--- src/rtl/output_port_fifo_if.sv ---
// W-bus consumer port bundle: LO strobe and W bus in, head entry and status out.
// No logic inside; pure signal grouping for the output port FIFO.
// Master drives strobe/bus/ready/clear; slave (the FIFO) drives data and flags.
interface output_port_fifo_if #(
    parameter int DATA_W = 8,
    parameter int DEPTH  = 4
);
    logic                     lo;
    logic [DATA_W-1:0]        w_bus;
    logic                     ovf_clr;
    logic                     out_ready;
    logic                     out_valid;
    logic [DATA_W-1:0]        out_data;
    logic                     full;
    logic                     empty;
    logic [$clog2(DEPTH):0]   count;
    logic                     overflow;

    modport master (
        output lo, w_bus, ovf_clr, out_ready,
        input  out_valid, out_data, full, empty, count, overflow
    );

    modport slave (
        input  lo, w_bus, ovf_clr, out_ready,
        output out_valid, out_data, full, empty, count, overflow
    );
endinterface

--- src/rtl/output_port_fifo.sv ---
// Output port FIFO: captures the W bus on each LO strobe into a FWFT queue for a peripheral.
// Latency: a pushed entry shows on out_data/out_valid one cycle after the LO edge when empty.
// Backpressure: out_ready gates pops; full blocks pushes unless a pop frees a slot, dropped LOs set sticky overflow.
module output_port_fifo #(
    parameter int DATA_W = 8,
    parameter int DEPTH  = 4
) (
    input  logic               clk,
    input  logic               rst_n,
    output_port_fifo_if.slave  port
);
    localparam int PTR_W = $clog2(DEPTH);
    localparam int CNT_W = PTR_W + 1;

    logic [DATA_W-1:0] mem [DEPTH];
    logic [PTR_W-1:0]  wr_ptr;
    logic [PTR_W-1:0]  rd_ptr;
    logic [PTR_W-1:0]  rd_ptr_nxt;
    logic [CNT_W-1:0]  count_q;
    logic [CNT_W-1:0]  count_nxt;
    logic [DATA_W-1:0] out_data_q;
    logic [DATA_W-1:0] out_data_nxt;
    logic              overflow_q;
    logic              push;
    logic              pop;
    logic              full_w;
    logic              empty_w;
    logic              drop;

    // Flags decode the registered count so they follow an async reset immediately.
    assign empty_w = (count_q == '0);
    assign full_w  = (count_q == CNT_W'(DEPTH));
    assign pop     = !empty_w && port.out_ready;
    assign push    = port.lo && (!full_w || pop);
    assign drop    = port.lo && full_w && !pop;

    assign port.out_valid = !empty_w;
    assign port.empty     = empty_w;
    assign port.full      = full_w;
    assign port.count     = count_q;
    assign port.out_data  = out_data_q;
    assign port.overflow  = overflow_q;

    // Next read pointer, count and registered head value; a push into a slot that
    // becomes the head this edge is forwarded straight from the bus.
    always_comb begin
        rd_ptr_nxt   = rd_ptr;
        count_nxt    = count_q;
        out_data_nxt = '0;
        if (pop) begin
            rd_ptr_nxt = rd_ptr + 1'b1;
        end
        if (push && !pop) begin
            count_nxt = count_q + 1'b1;
        end else if (pop && !push) begin
            count_nxt = count_q - 1'b1;
        end
        if (count_nxt != '0) begin
            if (push && (rd_ptr_nxt == wr_ptr)) begin
                out_data_nxt = port.w_bus;
            end else begin
                out_data_nxt = mem[rd_ptr_nxt];
            end
        end
    end

    // Storage array: written on push only, deliberately not reset.
    always_ff @(posedge clk) begin
        if (push) begin
            mem[wr_ptr] <= port.w_bus;
        end
    end

    // Pointers, count, head register and sticky overflow (set wins over clear).
    always_ff @(posedge clk or negedge rst_n) begin
        if (!rst_n) begin
            wr_ptr     <= '0;
            rd_ptr     <= '0;
            count_q    <= '0;
            out_data_q <= '0;
            overflow_q <= 1'b0;
        end else begin
            if (push) begin
                wr_ptr <= wr_ptr + 1'b1;
            end
            rd_ptr     <= rd_ptr_nxt;
            count_q    <= count_nxt;
            out_data_q <= out_data_nxt;
            overflow_q <= drop || (overflow_q && !port.ovf_clr);
        end
    end
endmodule

--- src/flat_wrapper.sv ---
// flat-port wrapper written by rule: the top's interface ports become plain ports
module output_port_fifo_flat 
#(
    parameter int DATA_W = 8,
    parameter int DEPTH  = 4
)
  (clk, rst_n, port_lo, port_w_bus, port_ovf_clr, port_out_ready, port_out_valid, port_out_data, port_full, port_empty, port_count, port_overflow);
  output_port_fifo_if #(.DATA_W(DATA_W), .DEPTH(DEPTH)) port_i ();
  input  logic clk;
  input  logic rst_n;
  input wire logic [$bits(port_i.lo)-1:0] port_lo;
  input wire logic [$bits(port_i.w_bus)-1:0] port_w_bus;
  input wire logic [$bits(port_i.ovf_clr)-1:0] port_ovf_clr;
  input wire logic [$bits(port_i.out_ready)-1:0] port_out_ready;
  output wire logic [$bits(port_i.out_valid)-1:0] port_out_valid;
  output wire logic [$bits(port_i.out_data)-1:0] port_out_data;
  output wire logic [$bits(port_i.full)-1:0] port_full;
  output wire logic [$bits(port_i.empty)-1:0] port_empty;
  output wire logic [$bits(port_i.count)-1:0] port_count;
  output wire logic [$bits(port_i.overflow)-1:0] port_overflow;
  assign port_i.lo = port_lo;
  assign port_i.w_bus = port_w_bus;
  assign port_i.ovf_clr = port_ovf_clr;
  assign port_i.out_ready = port_out_ready;
  assign port_out_valid = port_i.out_valid;
  assign port_out_data = port_i.out_data;
  assign port_full = port_i.full;
  assign port_empty = port_i.empty;
  assign port_count = port_i.count;
  assign port_overflow = port_i.overflow;
  output_port_fifo #(.DATA_W(DATA_W), .DEPTH(DEPTH)) u_core (.clk(clk), .rst_n(rst_n), .port(port_i));
endmodule
--- config.mk ---
export PLATFORM = sky130hd
export DESIGN_NAME = output_port_fifo_flat
export DESIGN_NICKNAME = d
export VERILOG_FILES = /design/src/rtl/output_port_fifo_if.sv /design/src/rtl/output_port_fifo.sv /design/src/flat_wrapper.sv
export SDC_FILE = /design/constraint.sdc
export NUM_CORES = 1
export LEC_CHECK = 0
export ABC_AREA = 1
export CORE_MARGIN = 5
export CORE_UTILIZATION = 59
export DETAILED_ROUTE_END_ITERATION = 16
export GPL_TIMING_DRIVEN = 0
export PLACE_DENSITY = 0.88
export RECOVER_POWER = 100
export SLEW_MARGIN = 20
export SYNTH_ARGS = -nofsm -noshare
export SYNTH_HDL_FRONTEND = slang
export SYNTH_SLANG_ARGS = --single-unit
--- constraint.sdc ---
create_clock -name clk -period 3.45 [get_ports clk]
set_input_delay 0.5175 -clock clk [delete_from_list [all_inputs] [get_ports clk]]
set_output_delay 0.5175 -clock clk [all_outputs]
set_load 0.02 [all_outputs]
---- Word level (Yosys, flattened, before mapping) ----
Memories as Yosys holds them, arrays and structs flattened.
Index checks and enable logic that the tools add are counted.
W data, S select, Z words.
storage, ports and cells
  bits in registers ....................... 16
  bits in writable memories ............... 32
  bits of input ports ..................... 13
  output and inout port bits .............. 15
  word-level logic and storage cells ...... 36
  memories kept ........................... 1
memories
  name        depth  width  rd ports  clocked after memory_dff  write ports  RTL line                text
  u_core.mem  4      8      1         0                         1            output_port_fifo.sv:15  logic [DATA_W-1:0] mem [DEPTH];
operators by class
  $add $sub $neg .......................... 4
  equal/unequal tests ..................... 2
  mux-type cells .......................... 7
  reductions and logical operators ........ 17
operator list
  operator               number
  $mux W8                2
  $logic_and A1 B1 Y1    8
  $mux W3                2
  $logic_not A1 Y1       5
  $add A2 B1 Y2 const B  2
  $add A3 B1 Y3 const B  1
  $eq A3 B3 Y1 const B   1
  $logic_not A3 Y1       1
  $reduce_bool A3 Y1     1
  $sub A3 B1 Y3 const B  1
  $eq A2 B2 Y1           1
  $logic_or A1 B1 Y1     2
  $mux W1                2
  $mux W2                1

---- Logic depth before layout (Yosys ltp) ----
  word-level depth ........................ 11
  depth in mapped cells ................... 13
  mapped depth without buffers ............ 12

---- Worst setup path before layout ----
No wires, ideal clock.
  kind .................................... register to register
  start ................................... register u_core.count_q[0], in the netlist u_core.port.count[0]
  end ..................................... memory u_core.mem[0][0] (enable)
  library setup time ...................... 0.371 ns
  data arrival time ....................... 1.610 ns
  data required time ...................... 3.079 ns
  setup slack ............................. 1.469 ns
  cell stages (with the launch flop) ...... 8
  path buffers ............................ 0
  clock period less this slack ............ 1.981 ns
  cells stage by stage .................... dfrtp_1 inv_1 ha_1 nand2_1 inv_1 nand2_4 nand2_4 nor2_1
RTL lines
  what                           RTL line                text
  start, declared                output_port_fifo.sv:19  logic [CNT_W-1:0] count_q;
  start signal, assigned         output_port_fifo.sv:87  count_q <= count_nxt;
  $eq A3 B3 Y1                   output_port_fifo.sv:32  assign full_w = (count_q == CNT_W'(DEPTH));
  net port_full                  flat_wrapper.sv:17      output wire logic [$bits(port_i.full)-1:0] port_full;
  $logic_not A1 Y1               output_port_fifo.sv:34  assign push = port.lo && (!full_w || pop);
  $logic_or A1 B1 Y1             output_port_fifo.sv:34
  $logic_and A1 B1 Y1            output_port_fifo.sv:34
  $mux W1                        output_port_fifo.sv:69  if (push) begin
  $mux W1 (not written as such)  output_port_fifo.sv:70  mem[wr_ptr] <= port.w_bus;
  end, declared                  output_port_fifo.sv:15
The timed path passes the listed nets, and every way through them passes these cells.

---- Worst setup path after layout ----
  start ................................... register u_core.count_q[0], in the netlist u_core.port.count[0]
  end ..................................... register u_core.out_data_q[0], in the netlist u_core.port.out_data[0]
on the way
  word-level cells in the longest chain between the ends .. 11
RTL lines
  what                        RTL line                text
  $logic_not A3 Y1            output_port_fifo.sv:31  assign empty_w = (count_q == '0);
  $logic_not A1 Y1            output_port_fifo.sv:33  assign pop = !empty_w && port.out_ready;
  $logic_and A1 B1 Y1         output_port_fifo.sv:33
  $logic_or A1 B1 Y1          output_port_fifo.sv:34
  $logic_and A1 B1 Y1         output_port_fifo.sv:34
  $logic_not A1 Y1            output_port_fifo.sv:55  end else if (pop && !push) begin
  $logic_and A1 B1 Y1         output_port_fifo.sv:55
  $mux W3                     output_port_fifo.sv:55
  $mux W3 *                   output_port_fifo.sv:53  if (push && !pop) begin
  net u_core.count_nxt[2]     output_port_fifo.sv:20  logic [CNT_W-1:0] count_nxt;
  $reduce_bool A3 Y1 *        output_port_fifo.sv:58  if (count_nxt != '0) begin
  $mux W8 *                   output_port_fifo.sv:58
  net u_core.out_data_nxt[0]  output_port_fifo.sv:22  logic [DATA_W-1:0] out_data_nxt;
  end signal, assigned        output_port_fifo.sv:88  out_data_q <= out_data_nxt;
  end, declared               output_port_fifo.sv:21  logic [DATA_W-1:0] out_data_q;
Mark *: on every way through the listed nets, which the timed path passes. The rest lies on a longest branch.
A chain may end at the register's enable or synchronous reset.

==> results by group <==
Status
  • Status: completed

Critical path
  • R2R Setup Slk: 0.88 ns
  • Worst Path Buf+Inv: 2
  • Critical path type: reg2reg
  • Crit end category: flip-flop
  • Critical Path Slowest Stage Cell: nor2_1
  • R2r endpoint: u_core.port.out_data[0]
  • Worst EP required: 3.61 ns
  • Worst R2R Path Depth: 11
  • Critical path's most frequent cell: nand2_1
  • Critical path's top delay family: simple AND/OR/NAND/NOR gates
  • R2r startpoint: u_core.port.count[0]
  • Worst path cell trace: inv_1, ha_1, nand2_1, nand2_1, nand2_1, nand2_1, clkinvlp_2, nand3_1, nand2_1, nor2_1, nor2_1
  • Worst Path Max Fanout: 8
  • Crit start category: flip-flop
  • Crit. Startpoint: u_core.port.count[0]
  • CP peak stage delay: 0.48 ns
  • Worst path arrival time: 2.73 ns

Power and ir drop
  • Clock network power share: 0.157
  • Tot Pwr: 2.53 mW
  • Sw Pwr: approximately 1.1 mW
  • P_leak: between 1 and 1.5 nW
  • Sw frac: 0.429
  • PwrDens: 928 nW/µm²
  • Internal power: 1.44 mW
  • VDD IR max: 0.464 mV
  • Sequential share of power: 0.343
  • Combinational Power Share: 0.500

Timing
  • Minimum clock period: 2.57 ns
  • Final Hold Vio Count: 0
  • Worst-margin pin slew: between 0.8 and 0.9 ns
  • Setup TNS after final layout: 0 ns
  • Setup violators final: 0
  • Final setup margin: 0.882 ns
  • Peak Freq: around 0.39 GHz
  • Worst Clk Skew: 0.00428 ns
  • Worst rel slew slack: 0.421
  • Max-slew violations: 0
  • RSZ-0062 raised after global routing: no
  • Final period util: 0.744

Die
  • Core ar.: 3740 µm²
  • Die H: 72.9 µm
  • Die X: roughly 73 µm
  • Site Rows: 22
  • Total die area: around 5300 µm²
  • # IOs: 28
  • Starting density of the core: 0.624

Synth
  • Synthesized area: 2340 µm²
  • Syn Nets: 248
  • Post-synthesis cell type count: 25
  • Syn. warnings: 0
  • Gate count of the mapped netlist: 228
  • #FFs+latches synth: 48
  • Syn Area/Cell: 10.3 µm²
  • Register area share after synthesis: 0.582

Min path
  • Hold path endpoint: u_core.port.overflow
  • HP Start: u_core.port.overflow
  • Hold Crit Class: reg2reg
  • Hold Path Stages: 2

Cells and area
  • Layout cells sized above 1: 0.0951
  • Synthesis-to-layout area growth: 16.5%
  • Antenna cells: 0
  • Final #Nets: approximately 280
  • Fillers: 288
  • Commonest non-fill, non-tap cell in the layout: nand2_1
  • Commonest cells after routing, fill and taps aside: nand2_1 (58), nand3_1 (39), edfxtp_1 (32), inv_1 (27), dlygate4sd3_1 (24)

Clocking
  • Clk sinks: 48
  • H-Tree Depth: 2
  • Post-CTS setup buffers: 0
  • Max Root-Sink Buffers: 2
  • CTS Hold Bufs: 0
  • Post-CTS sizing: 0
  • CTS tree: yes
  • Clock Tree Root: clkbuf_8
  • Num CTS Buffers: 5
  • Clk_lat worst skew: 0.30 ns
  • Clock slew at reported path FFs: 0.09 ns

Placement
  • Setup Slack @ Placement: approximately 1.0 ns
  • Gpl congestion: 0.822
  • PortBufs: 27
  • DPL Wire Length: 3230 µm

Routing
  • Initial DRT Pass Iterations: 4
  • DR WL/cell: 15.4 µm
  • Vias per cell: 5.47
  • Total vias in the final route: roughly 1,700
  • Post-Route WL: between 4000 and 5000 µm
  • DRC: 0
  • Initial DRC Count: about 130
  • Antenna-violating nets left: 0

GRT
  • Grt total ovfl: 0
  • Initial antenna violation count: 0
  • Largest net degree at the start of global routing: 17
  • Vias in the first global route: 1,657
  • GRT Util Overall: 0.196
  • First-pass GRT wire length: 7860 µm

Job
  • Maxcap violations: 0
==> through the flow <==
step | utilization | instances | hold WS [ns] | instance area (µm²)
global route | 0.727 | 311 | 0.571 | 2720
floorplan | - | 228 | 0.222 | 2340
finish | 0.727 | 311 | 0.534 | 2720
CTS | 0.742 | 311 | 0.544 | 2780
global placement | 0.713 | 303 | 0.523 | 2670
detailed placement | 0.713 | 303 | 0.533 | 2670
==> kinds of logic (layout without fill, tap and decap cells) <==
logic type,after synthesis,count (layout),synth area share
xor+xnor,2,2,0.00750
compound gates,4,4,0.00910
buf+inv,37,72,0.0691
fa+ha+maj,7,7,0.0375
flops,48,48,0.582
simple gates,130,130,0.294
==> worst reg2reg max path: stages, from the launching register on <==
cell and delay, ns:
dfrtp_1 0.41, inv_1 0.11, ha_1 0.19, nand2_1 0.19
nand2_1 0.20, nand2_1 0.10, nand2_1 0.20, clkinvlp_2 0.23
nand3_1 0.11, nand2_1 0.07, nor2_1 0.48, nor2_1 0.13
==> registers in the layout, summed over array words and instances, names as in the netlist <==
signal and flops:
u_core.rd_ptr 2, u_core.wr_ptr 2, u_core.mem 32, u_core.port.count 3, u_core.port.out_data 8, u_core.port.overflow 1
==> final cells by class <==
type	instances	area, µm²	share of cell area
buffer	5	40.0	0.0147
clock buffer	5	68.8	0.0253
clock inverter	3	42.5	0.0156
inverter	32	121	0.0446
multi-input combinational	143	758	0.278
sequential	48	1360	0.500
tap	48	60.1	0.0221
timing repair buffer	27	270	0.0993
==> power by group through the flow <==
stage,Clock [mW],Combinational (mW),Sequential [mW]
final,0.396,1.26,0.866
after global routing,0.425,1.41,0.885
after CTS,0.403,1.35,0.870
after detailed placement,0,1.35,0.881
after global placement,0,1.32,0.876
after floorplan,0,0.845,0.956
==> cells in the mapped netlist (all sizes together) <==
cell	number	area [µm²]
inv	30	113
o22ai	1	6.26
nand4	9	56.3
o21ai	1	5.00
clkinv	2	8.75
buf	5	40.0
xor2	2	17.5
nand2	64	328
edfxtp	32	961
a21oi	2	10.0
nor2	13	56.3
dfrtp	16	400
ha	7	87.6
nand3b	2	15.0
nand3	42	233
==> how the worst max path moves through the flow <==
| stage | to | slack (ns) | cells past startpoint |
|---|---|---|---|
| after floorplan | u_core.mem[0][0] | 1.47 | 7 |
| after global placement | u_core.mem[0][4] | 1.04 | 5 |
| after detailed placement | u_core.mem[2][3] | 1.01 | 5 |
| after CTS | port_full | 1.01 | 5 |
| after global routing | u_core.port.out_data[0] | 0.59 | 11 |
| final | u_core.port.out_data[0] | 0.88 | 11 |
==> per-layer routing <==
| layer | wire (µm) | GRT usage | vias up | part of all wire |
|---|---|---|---|---|
| li1 | - | - | 823 | - |
| met1 | 1910 | 0.244 | 804 | 0.40 |
| met2 | 2460 | 0.343 | 64 | 0.51 |
| met3 | 354 | 0.0427 | 9 | 0.074 |
| met4 | 61 | 0.0574 | 0 | 0.013 |
| met5 | 0 | 0 | - | 0 |
(Power assumes the default switching activity.)
